<file path="src/rtl/arb_queue_2x8.sv">
// Two-requester, 2-entry, 8-bit ready/valid queue controller.
// Arbitrates two enqueue lanes into a 2x8 storage array and presents one FIFO-ordered
// dequeue port. The storage is read combinationally, so the head has zero latency.
//
// Parameters:
//   ARB_RR  1: round-robin between enq0/enq1 on a tie; 0: enq0 always wins a tie
//   FLOW    1: when empty, the selected enq data bypasses storage to deq in the same cycle
// Ports:
//   clock, reset        single clock, synchronous active-high reset
//   io_enqN_valid/bits  requester N data offer
//   io_enqN_ready       requester N accepted this cycle when valid & ready
//   io_deq_valid/bits   head entry
//   io_deq_ready        consumer takes head when valid & ready
//   io_count            occupancy 0..2
//   io_chosen           requester selected this cycle (0 when none valid)
module arb_queue_2x8 #(
  parameter bit ARB_RR = 1'b1,
  parameter bit FLOW   = 1'b0
) (
  input  logic       clock,
  input  logic       reset,
  input  logic       io_enq0_valid,
  input  logic [7:0] io_enq0_bits,
  output logic       io_enq0_ready,
  input  logic       io_enq1_valid,
  input  logic [7:0] io_enq1_bits,
  output logic       io_enq1_ready,
  output logic       io_deq_valid,
  output logic [7:0] io_deq_bits,
  input  logic       io_deq_ready,
  output logic [1:0] io_count,
  output logic       io_chosen
);

  logic       enq_ptr_q, enq_ptr_d;
  logic       deq_ptr_q, deq_ptr_d;
  logic       maybe_full_q, maybe_full_d;
  logic       last_grant_q, last_grant_d;
  logic [7:0] mem_q [2];

  logic       ptr_match, empty, full;
  logic       sel, sel_valid;
  logic [7:0] sel_bits;
  logic [7:0] rd_data;
  logic       do_enq, do_deq;

  assign ptr_match = (enq_ptr_q == deq_ptr_q);
  assign empty     = ptr_match & ~maybe_full_q;
  assign full      = ptr_match & maybe_full_q;
  assign sel_valid = io_enq0_valid | io_enq1_valid;

  // Selection depends only on valids and last_grant, so ready never loops back to valid.
  always_comb begin
    sel = 1'b0;
    if (io_enq0_valid && io_enq1_valid) begin
      sel = ARB_RR ? ~last_grant_q : 1'b0;
    end else if (io_enq1_valid) begin
      sel = 1'b1;
    end
  end

  assign sel_bits = sel ? io_enq1_bits : io_enq0_bits;
  assign rd_data  = mem_q[deq_ptr_q];

  // A bypassed item goes straight to the consumer and must not also be stored.
  assign do_enq = sel_valid & ~full & ~(FLOW & empty & io_deq_ready);
  assign do_deq = io_deq_ready & ~empty;

  assign io_enq0_ready = ~full & ~sel;
  assign io_enq1_ready = ~full & sel;
  assign io_chosen     = sel;
  assign io_deq_valid  = ~empty | (FLOW & sel_valid);
  assign io_deq_bits   = (FLOW & empty) ? sel_bits : rd_data;
  assign io_count      = full ? 2'd2 : {1'b0, enq_ptr_q ^ deq_ptr_q};

  always_comb begin
    enq_ptr_d    = enq_ptr_q;
    deq_ptr_d    = deq_ptr_q;
    maybe_full_d = maybe_full_q;
    last_grant_d = last_grant_q;
    if (do_enq) enq_ptr_d = ~enq_ptr_q;
    if (do_deq) deq_ptr_d = ~deq_ptr_q;
    if (do_enq != do_deq) maybe_full_d = do_enq;
    // Any accepted handshake, bypass included, updates the round-robin history.
    if (sel_valid && !full) last_grant_d = sel;
  end

  always_ff @(posedge clock) begin
    if (reset) begin
      enq_ptr_q    <= 1'b0;
      deq_ptr_q    <= 1'b0;
      maybe_full_q <= 1'b0;
      last_grant_q <= 1'b1;
    end else begin
      enq_ptr_q    <= enq_ptr_d;
      deq_ptr_q    <= deq_ptr_d;
      maybe_full_q <= maybe_full_d;
      last_grant_q <= last_grant_d;
    end
  end

  // Storage is not cleared by reset; stale entries are unreachable until rewritten.
  always_ff @(posedge clock) begin
    if (do_enq) mem_q[enq_ptr_q] <= sel_bits;
  end

endmodule

</file>
<file path="config.mk">
export PLATFORM = sky130hd
export DESIGN_NAME = arb_queue_2x8
export DESIGN_NICKNAME = d
export VERILOG_FILES = /design/src/rtl/arb_queue_2x8.sv
export SDC_FILE = /design/constraint.sdc
export NUM_CORES = 1
export LEC_CHECK = 0
export CORE_MARGIN = 4
export CORE_UTILIZATION = 25
export CTS_BUF_LIST = sky130_fd_sc_hd__clkbuf_4 sky130_fd_sc_hd__clkbuf_8
export CTS_CLUSTER_DIAMETER = 150
export DETAILED_ROUTE_END_ITERATION = 12
export PLACE_DENSITY = 0.51
export RECOVER_POWER = 25
export SETUP_SLACK_MARGIN = 0.1
export SLEW_MARGIN = 40
export SYNTH_ARGS = -nofsm -noshare
export SYNTH_HDL_FRONTEND = slang
export SYNTH_SLANG_ARGS = --single-unit
</file>
<file path="constraint.sdc">
create_clock -name clock -period 1.3 [get_ports clock]
set_input_delay 0.325 -clock clock [delete_from_list [all_inputs] [get_ports clock]]
set_output_delay 0.325 -clock clock [all_outputs]
set_load 0.005 [all_outputs]
</file>
# [Word level (Yosys, flattened, before mapping)]
# Memories as Yosys holds them, arrays and structs flattened. A register that Yosys moved wholly into a read port is not among the register bits.
# Index checks and enable logic that the tools add are counted.
[word_totals] mem_bits_rw=16 mem_bits_ro=0 latchBits=0 regBits=4 n_memories=1 elab_cells=33 out_inout_bits=14 in_bits=21
[memory_table] memory="mem_q" depth=2 width=8 read_ports=1 rd_clocked_by_memory_dff=1 write_ports=1 line_no="39" source="logic [7:0] mem_q [2];"
[classes] n_reduce_logical=3 addsub=0 eq_ne=2 n_div=0 mux=8 mul=0 n_lt_le_gt_ge=0 shift=0 n_bitwise=15
[ops] cell="$mux W8" n=1
[ops] cell="$not A1 Y1" n=7
[ops] cell="$and A1 B1 Y1" n=6
[ops] cell="$mux W1" n=6
[ops] cell="$logic_and A1 B1 Y1" n=2
[ops] cell="$mux W2" n=1
[ops] cell="$eq A1 B1 Y1" n=1
[ops] cell="$logic_not A1 Y1" n=1
[ops] cell="$ne A1 B1 Y1" n=1
[ops] cell="$or A1 B1 Y1" n=1
[ops] cell="$xor A1 B1 Y1" n=1

# [Logic depth before layout (Yosys ltp)]
[logic_depth] ltp_word=6 ltp_mapped=4 ltp_nobuf=3

# [Worst setup path after synthesis]
# No wires, ideal clock.
[synth_path] kind="register to output" start="register with a tool-made name" end="output port io_deq_bits[0]" n_path_buf=1 slack_ns=0.043 stages_incl_launch_ff=3 t_required_ns=0.975 arrival_time_ns=0.932 cell_sequence="dfxtp_1 > clkbuf_1 > mux2_2"
[synth_lines] item="end: declaration" line_no="29" source="output logic [7:0] io_deq_bits,"

# [Final worst setup path]
[layout_path] start="register enq_ptr_q" end="output port io_enq1_ready"
[layout_between] elab_chain_len=4
[layout_rtl] item="start: declaration" line_no="35" source="logic enq_ptr_q, enq_ptr_d;"
[layout_rtl] item="start signal: assignment" line_no="95" source="enq_ptr_q <= enq_ptr_d;"
[layout_rtl] item="$eq A1 B1 Y1" line_no="47" source="assign ptr_match = (enq_ptr_q == deq_ptr_q);"
[layout_rtl] item="$and A1 B1 Y1" line_no="49" source="assign full = ptr_match & maybe_full_q;"
[layout_rtl] item="$not A1 Y1" line_no="70" source="assign io_enq1_ready = ~full & sel;"
[layout_rtl] item="$and A1 B1 Y1" line_no="70"
[layout_rtl] item="end: declaration" line_no="27" source="output logic io_enq1_ready,"
# No other way between the ends.

==> results.cfg <==
[synthesis]
synthesis.nets = 93
synth.ff_latch_count = 21
ys.warnings.count = 0
ys_types = 23
synth_top_family_by_area = multiplexers
syn_area_um2 = 976
synth-compound-area-share = 0.0590
post-synth-top-area-cell = sky130_fd_sc_hd__edfxtp_1
syn_inst = 72
synth_top_cells_by_area = sky130_fd_sc_hd__edfxtp_1, sky130_fd_sc_hd__mux2_2, sky130_fd_sc_hd__dfxtp_1
top_cell_type_s_share_of_synthesized_area = 0.492
synth-adder-area-share = 0
synth-simple-area-share = 0.106
syn_area_cell_um2 = 13.6
ys_seq_area_frac = 0.595
post_synthesis_mux_area_share = 0.185
synth_xor_xnor_area_share = 0.0167

[routing]
routed_wire_length_per_instance_um = 13.8
via_per_inst = 4.38
drt.antenna.violating_nets = 0
dr_total_vias = 758
drtPass1Iterations = 4
remaining_drc_errors = 0
drt_wl_total_um = 2390
detail_route.iter0.violations = 9

[clock_network]
tritoncts.num_buffers = 3
holdBufCountCts = 0
clock_tree.htree_level_count = 1
tritoncts_clock_tree = done
max-clock-path-buffers = 2
clk_pin_slew_ps = 70
clock-root-buffer = sky130_fd_sc_hd__clkbuf_8
cts_num_sinks = 21
worst_skew_pair.late_latency_ps = 250

[global_routing]
use_met2 = 0.155
grt_remaining_overflow = 0
groute.layer.met1.usage = 0.106
grt_use_total = 0.0895
global_route_track_usage_on_met3 = 0.0273
grt_antenna_before_repair = 0
grt.busiest_layer = met2
grt_first_pass_wirelength_um = 3590
maximum_number_of_pins_on_one_net_before_global_route_repair = 12
grt_pass1_vias = 826

[setup_path]
critical_path_required_ps = 980
ff2ff_path_depth = 5
crit_cells = 5
timing_worst_setup_path_type = reg -> out
critical_path.n_buffers_inverters = 2
crit_arrival_ps = 1180
cp_cell_sequence = xnor2_2 -> and2_4 -> buf_6 -> nor2b_1 -> buf_2
crit_path_max_incr_delay_ps = 330
critPathTopFamily = flip-flops
worst_path_max_delay_cell = sky130_fd_sc_hd__dfxtp_2
critical_path_peak_fanout = 2
endpoint_kind = output pin
worstSetupStartpointType = register

[floorplanning]
dieArea_um2 = 4970
chipWidth_um = 70.5
fp_rows = 22
coreArea_um2 = 3720
initial_core_util = 0.263
io-pin-count = 35
die_ht_um = 70.5

[timing]
worst_clock_skew_ps = 3.06
final-hold-violation-count = 0
minimum_setup_slack_in_the_final_design_ps = -209
min_period_ps = 1510
slew_violations = 0
worst_hold_slack_ps = 520
max_freq_mhz = 663
setup_repair_after_global_routing_missed_its_margin = true
final.period_utilization = 1.16
slew_headroom = 0.770
tightest_slew_ps = 342
setup-violations-final = 26

[status]
result_of_the_run = complete, but fails checks
failed_checks = negative setup slack

[job]
max_cap_violations = 0

[place]
detailed_place_hpwl_um = 1620
gp_congestion = 0.792
buffer_ports.inserted = 34

[finish]
antennaDiodeCount = 0
seq_area_um2 = 586
final_cell_mix = sky130_fd_sc_hd__buf_6, sky130_fd_sc_hd__clkdlybuf4s50_1, sky130_fd_sc_hd__mux2_4, sky130_fd_sc_hd__edfxtp_1, sky130_fd_sc_hd__buf_4
multi_input_area_um2 = 484
flow.area_growth_from_synthesis_pct = 75.9
number_of_fill_cells = 367
final_nets = 147
ratio_of_cells_with_drive_above_1_in_the_final_layout = 0.552
final_common_cell = sky130_fd_sc_hd__buf_6

[hold_path]
hold_depth = 3
hold_path.class = in -> reg

[power_and_ir_drop]
powerDensity_nw_per_um2 = 1140
tot_pwr_mw = 1.95
total_leakage_power_nw = 0.714
ir_drop_mv = 0.488
report_power, final:
part | leakage, nW | internal (mW) | switching, mW
Clock | 0.0262 | 0.238 | 0.191
Combinational | 0.494 | 0.426 | 0.253
Sequential | 0.194 | 0.817 | 0.0271
cells in the mapped netlist:
master / instances
sky130_fd_sc_hd__edfxtp_1: 16
sky130_fd_sc_hd__mux2_2: 16
sky130_fd_sc_hd__dfxtp_1: 5
sky130_fd_sc_hd__inv_1: 4
sky130_fd_sc_hd__nor2_1: 4
sky130_fd_sc_hd__nor3_1: 4
sky130_fd_sc_hd__a211oi_1: 3
sky130_fd_sc_hd__nand2_1: 3
sky130_fd_sc_hd__o21a_1: 2
sky130_fd_sc_hd__o21ai_0: 2
sky130_fd_sc_hd__a41o_1: 1
sky130_fd_sc_hd__and2_2: 1
sky130_fd_sc_hd__and2_4: 1
sky130_fd_sc_hd__and3_1: 1
sky130_fd_sc_hd__and3_2: 1
sky130_fd_sc_hd__buf_4: 1
sky130_fd_sc_hd__buf_6: 1
sky130_fd_sc_hd__clkbuf_1: 1
sky130_fd_sc_hd__nor2b_1: 1
sky130_fd_sc_hd__nor4_1: 1
sky130_fd_sc_hd__nor4b_1: 1
sky130_fd_sc_hd__or2_2: 1
sky130_fd_sc_hd__xnor2_2: 1
worst register-to-register path: cells and delay by family, from the launching register on:
kind                   cells  cell delay (ps)
DFF                        1              340
muxes                      1              310
buffers and inverters      2              260
and+or+nand+nor            2              190
timing repair:
action / in CTS / in global routing
buffers inserted: 5 / 2
gates resized for setup: 100 / 15
hold endpoints to repair: 0 / 0
setup endpoints to repair: 47 / 43
pin swaps: 7 / 3
per-layer routing:
metal  vias up  wire length (µm)  part of all wire
met1       362              1040              0.44
li1        371                 -                 -
met4         0                 5            0.0021
met2        23              1190              0.50
met3         2               148             0.062
met5         -                 0                 0
cell families (layout without fill, tap and decap cells):
kind of cell              after synthesis  in the layout
xor gates and xnor gates                1              1
DFF                                    21             21
AOI/OAI and AO/OA                       8              8
and+or+nand+nor                        19             19
muxes                                  16             16
buffers and inverters                   7             60
registers in the layout, indices dropped and copies added, names as in the netlist, named ones only:
register	flops
last_grant_q	1
mem_q	16
enq_ptr_q	1
maybe_full_q	1
deq_ptr_q	1
per-stage QoR:
step / std cells / utilization / TNS [ps] / worst slack, ps / area (µm²)
2_1_floorplan: 72 / - / 0 / 71.4 / 987
3_5_place_dp: 164 / 0.400 / -22790 / -682 / 1490
3_3_place_gp: 164 / 0.400 / -21840 / -654 / 1490
6_report: 173 / 0.462 / -2500 / -209 / 1720
5_1_grt: 173 / 0.462 / -4040 / -284 / 1720
4_1_cts: 172 / 0.443 / -2910 / -217 / 1650
cell type report:
type / count / area share
flip-flops and latches: 21 / 0.341
multi-input cells: 44 / 0.282
repair buffers: 52 / 0.305
well taps: 48 / 0.0350
clock buffers: 4 / 0.0284
inverters: 4 / 0.00875
path summary, 6_finish.rpt:
| path | start | to | slack (ps) |
|---|---|---|---|
| max | enq_ptr_q$_SDFFE_PP0P_ | io_enq1_ready | -210 |
| min reg2reg | last_grant_q$_SDFFE_PP1P_ | last_grant_q$_SDFFE_PP1P_ | 630 |
| max reg2reg | last_grant_q$_SDFFE_PP1P_ | mem_q[0][5]$_DFFE_PP_ | -40 |
| min | reset | last_grant_q$_SDFFE_PP1P_ | 520 |
Power figures use the tool's default switching activity.
